<file path="src/rtl/instr_encoder.sv">
// Program loader for the single-cycle MIPS core: packs symbolic instructions into
// 32-bit words, writes them sequentially to instruction memory, then releases the core.
module instr_encoder #(
  parameter int AW = 6
) (
  input  logic          clk,
  input  logic          reset,
  input  logic          s_valid,
  output logic          s_ready,
  input  logic          s_last,
  input  logic [3:0]    mnem,
  input  logic [4:0]    rs,
  input  logic [4:0]    rt,
  input  logic [4:0]    rd,
  input  logic [4:0]    shamt,
  input  logic [15:0]   imm,
  input  logic [25:0]   target,
  input  logic          restart,
  output logic          imem_we,
  output logic [AW-1:0] imem_addr,
  output logic [31:0]   imem_wdata,
  output logic          cpu_run,
  output logic [AW:0]   count,
  output logic          err
);

  typedef enum logic [3:0] {
    MN_NOP  = 4'd0,
    MN_ADD  = 4'd1,
    MN_SUB  = 4'd2,
    MN_AND  = 4'd3,
    MN_OR   = 4'd4,
    MN_SLT  = 4'd5,
    MN_SLL  = 4'd6,
    MN_LW   = 4'd7,
    MN_SW   = 4'd8,
    MN_BEQ  = 4'd9,
    MN_ADDI = 4'd10,
    MN_J    = 4'd11
  } mnem_e;

  typedef enum logic [1:0] {
    LOAD  = 2'd0,
    WRITE = 2'd1,
    DONE  = 2'd2
  } state_e;

  state_e      state;
  logic        last_q;
  logic        legal;
  logic [31:0] word;

  always_comb begin
    // NOTE: defaults first so every path assigns both outputs and no latch is inferred.
    legal = 1'b1;
    word  = '0;
    case (mnem_e'(mnem))
      MN_NOP:  word = '0;
      MN_ADD:  word = {6'h00, rs, rt, rd, 5'd0, 6'h20};
      MN_SUB:  word = {6'h00, rs, rt, rd, 5'd0, 6'h22};
      MN_AND:  word = {6'h00, rs, rt, rd, 5'd0, 6'h24};
      MN_OR:   word = {6'h00, rs, rt, rd, 5'd0, 6'h25};
      MN_SLT:  word = {6'h00, rs, rt, rd, 5'd0, 6'h2A};
      MN_SLL:  word = {6'h00, 5'd0, rt, rd, shamt, 6'h00};
      MN_LW:   word = {6'h23, rs, rt, imm};
      MN_SW:   word = {6'h2B, rs, rt, imm};
      MN_BEQ:  word = {6'h04, rs, rt, imm};
      MN_ADDI: word = {6'h08, rs, rt, imm};
      MN_J:    word = {6'h02, target};
      default: legal = 1'b0;
    endcase
  end

  // NOTE: all state and registered outputs use non-blocking assignments so every
  // register sees the pre-edge values of the others.
  always_ff @(posedge clk) begin
    if (reset) begin
      state      <= LOAD;
      s_ready    <= 1'b1;
      imem_we    <= 1'b0;
      imem_addr  <= '0;
      imem_wdata <= '0;
      cpu_run    <= 1'b0;
      count      <= '0;
      err        <= 1'b0;
      last_q     <= 1'b0;
    end else begin
      case (state)
        LOAD: begin
          if (s_valid) begin
            if (legal) begin
              state      <= WRITE;
              s_ready    <= 1'b0;
              imem_we    <= 1'b1;
              imem_addr  <= count[AW-1:0];
              imem_wdata <= word;
              last_q     <= s_last;
            end else begin
              // Illegal beats are dropped without a write; only the last flag matters.
              err <= 1'b1;
              if (s_last) begin
                state   <= DONE;
                s_ready <= 1'b0;
                cpu_run <= 1'b1;
              end
            end
          end
        end
        WRITE: begin
          imem_we <= 1'b0;
          count   <= count + (AW+1)'(1);
          if (last_q || (&imem_addr)) begin
            state   <= DONE;
            cpu_run <= 1'b1;
          end else begin
            state   <= LOAD;
            s_ready <= 1'b1;
          end
        end
        DONE: begin
          if (restart) begin
            state   <= LOAD;
            s_ready <= 1'b1;
            cpu_run <= 1'b0;
            count   <= '0;
            err     <= 1'b0;
          end
        end
        default: begin
          state   <= LOAD;
          s_ready <= 1'b1;
          imem_we <= 1'b0;
          cpu_run <= 1'b0;
        end
      endcase
    end
  end

endmodule

</file>
<file path="config.mk">
export PLATFORM = sky130hd
export DESIGN_NAME = instr_encoder
export DESIGN_NICKNAME = d
export VERILOG_FILES = /design/src/rtl/instr_encoder.sv
export SDC_FILE = /design/constraint.sdc
export NUM_CORES = 1
export LEC_CHECK = 0
export ABC_AREA = 1
export BUFFER_PORTS_ARGS = -buffer_cell sky130_fd_sc_hd__buf_2
export CAP_MARGIN = 20
export CORE_ASPECT_RATIO = 1.2
export CORE_UTILIZATION = 30
export CTS_BUF_LIST = sky130_fd_sc_hd__clkbuf_16
export DETAILED_ROUTE_END_ITERATION = 10
export PLACE_DENSITY = 0.6
export SYNTH_ARGS = -nofsm -noshare
export SYNTH_HDL_FRONTEND = slang
export SYNTH_SLANG_ARGS = --single-unit
</file>
<file path="constraint.sdc">
create_clock -name clk -period 2.8 [get_ports clk]
set_input_delay 0.14 -clock clk [delete_from_list [all_inputs] [get_ports clk]]
set_output_delay 0.14 -clock clk [all_outputs]
set_load 0.01 [all_outputs]
</file>
==> reports/metrics.yaml <==
r2r_start: "state[1]"
finalCriticalPeriod_ns: 1.63
nets: 577
design_area_sq_mm: 0.00332
r2r_slack_ns: 1.17
core_sq_mm: 0.00815
rows: 36
final_common_cell: "nand2_1"
wire_per_inst_um: 11.5
initial_core_util_pct: 31.0
dpl_cell_area_sq_mm: 0.00319
grt_pass1_wl_mm: 11.6
fmax_mhz: 612
rsz0062_at_grt: "no"
irDropWorstVdd_v: 0.000223
layout-drive-gt1-share_pct: 27.3
final_cells: 616
layout_common_cells: "nand2_1 (164), buf_2 (118), dfxtp_1 (50), a21oi_1 (48), nand3_1 (30)"
vias_per_cell: 4.50
pin_count: 120
postCtsSetupRepairBufs: 0
crit_type: "reg2reg"
clockBufferDepth: 2
clkLatencyLatePin_ns: 0.28
worst_path_max_delay_cell: "dfxtp_1"
synth_seq_cells: 50
grt_usage_pct: 16.6
htree_levels: 2
worstPathMaxFanout: 19
die_area_sq_mm: 0.00880
yosysUniqueCellTypes: 23
clock-root-buffer: "clkbuf_16"
ctsHoldBuffers: 0
critPathArrivalTime_ns: 1.85
grt_max_degree: 41
drtIter0Drc: 64
ant_nets: 0
worstHoldPathCells: 4
holdCritStartpoint: "restart"
period_share_pct: 58.4
p_per_area_mw_per_mm2: 498
cts.clk_slew.worst_paths_ns: 0.06
syn_to_final_growth_pct: 31.4
syn_inst: 390
cts_resized: 0
hp-class: "in2reg"
start_kind: "flip-flop"
finalSetupViolCount: 0
synth_nets: 466
syn_area_sq_mm: 0.00253
yosysWarnings: 0
worst_pin_slew_ns: 0.592
cp-end-kind: "flip-flop"
overflow: 0
antenna_found_initial: 0
seq_area_frac_synth_pct: 39.6
slew_headroom_pct: 60.4
cts.sinks: 50
drv_cap: 0
dp_hpwl_mm: 5.49
status: "finished, final reports clean"
diodes: 0
cts_tree: "built"
worstPathRequired_ns: 3.01
fin_skew_ns: 0.00464
p_leak_nw: 1.61
firstDrtPassIters: 4
reg2reg_to: "imem_wdata[28]"
wl_mm: 7.08
num_vias: 2770
hold_viol: 0
synth.avg_cell_area_sq_um: 6.48
fp.dieW_um: 85.8
die_y_um: 103
gp_congestion: 0.811
path_cells: "nor2_2 > nand2_1 > buf_4 > inv_2 > o211ai_1 > a21oi_1"
placed_cells: 608
grt_pass1_vias: 2565
tns_ns: 0
drc_errors: 0
numCtsBuffers: 5
holdPathEnd: "err"
ff2ff_path_depth: 6
place.port_buffers: 118
critPathMaxStageDelay_ns: 0.35
drv_slew: 0
==> critical path, delay by kind of cell (launching register included) <==
family                 cells  cell delay (ns)
AND/OR/NAND/NOR            2             0.49
buffers and inverters      2             0.48
AO/OA/AOI/OAI              2             0.24
flip-flops                 1             0.35
==> Yosys cell counts <==
| cell | number | area [sq um] |
|---|---|---|
| nand2_1 | 164 | 616 |
| dfxtp_1 | 50 | 1000 |
| a21oi_1 | 48 | 240 |
| nand3_1 | 30 | 150 |
| nor2_1 | 22 | 82.6 |
| inv_1 | 19 | 71.3 |
| o21ai_0 | 15 | 75.1 |
| buf_4 | 7 | 52.6 |
| buf_2 | 6 | 30.0 |
| clkbuf_1 | 5 | 18.8 |
| ha_1 | 5 | 62.6 |
| nor2_2 | 5 | 31.3 |
| nand2_2 | 2 | 12.5 |
| nand3b_1 | 2 | 15.0 |
| nand4_1 | 2 | 12.5 |
| a21boi_0 | 1 | 7.51 |
| buf_6 | 1 | 11.3 |
| conb_1 | 1 | 3.75 |
| inv_2 | 1 | 3.75 |
| nor2_4 | 1 | 11.3 |
| nor3_1 | 1 | 5.00 |
| o211ai_1 | 1 | 7.51 |
| o21bai_1 | 1 | 7.51 |
==> flip-flops by register name, indices dropped and copies added (netlist names) <==
signal / count
cpu_run: 1
err: 1
last_q: 1
imem_we: 1
count: 7
s_ready: 1
state: 2
imem_wdata: 30
imem_addr: 6
==> worst max-delay path by stage <==
stage,start,slack [ns],cells after the start,to
6_report,state[1],1.17,6,imem_wdata[28]
5_1_grt,state[1],1.01,6,imem_wdata[28]
4_1_cts,state[1],1.12,6,imem_wdata[28]
3_5_place_dp,mnem[2],1.08,9,imem_wdata[10]
3_3_place_gp,mnem[2],1.10,9,imem_wdata[10]
2_1_floorplan,state[1],1.61,7,imem_addr[0]
==> metal layers <==
metal	vias to the layer above	global-route usage [%]	wire [um]	share of wire, %
met1	1209	19.1	3180	45
met3	7	3.60	349	4.9
met5	-	0	0	0
li1	1465	-	-	-
met2	89	30.9	3470	49
met4	0	4.62	74	1.0
==> area by class of cell <==
| class | instances | area (sq um) |
|---|---|---|
| Clock buffer | 5 | 125 |
| Clock inverter | 3 | 11.3 |
| Fill cell | 899 | 4830 |
| Inverter | 20 | 75.1 |
| Multi-Input combinational cell | 301 | 1340 |
| Sequential cell | 50 | 1000 |
| Tap cell | 114 | 143 |
| Timing Repair Buffer | 123 | 628 |
==> cell families after synthesis <==
logic type | share of synthesized area, %
compound gates | 13.4
fa+ha+maj | 2.47
other cells | 0.148
flops | 39.6
buf+inv | 7.42
simple gates | 37.0
==> report_power, final <==
| part | internal (mW) | leakage, nW | switching, mW | total, mW |
|---|---|---|---|---|
| registers | 0.748 | 0.406 | 0.0242 | 0.772 |
| clock network | 0.322 | 0.0663 | 0.250 | 0.572 |
| logic | 0.123 | 1.14 | 0.189 | 0.311 |
==> through the flow <==
step	total power, mW	setup slack [ns]	hold WS [ns]	util (%)
3_5_place_dp	1.11	1.08	0.446	39.1
5_1_grt	1.75	1.01	0.177	40.8
4_1_cts	1.68	1.12	0.156	40.8
3_3_place_gp	1.10	1.10	0.451	39.1
2_1_floorplan	0.980	1.61	0.309	-
6_report	1.66	1.17	0.158	40.8
Power figures use the tool's default switching activity.
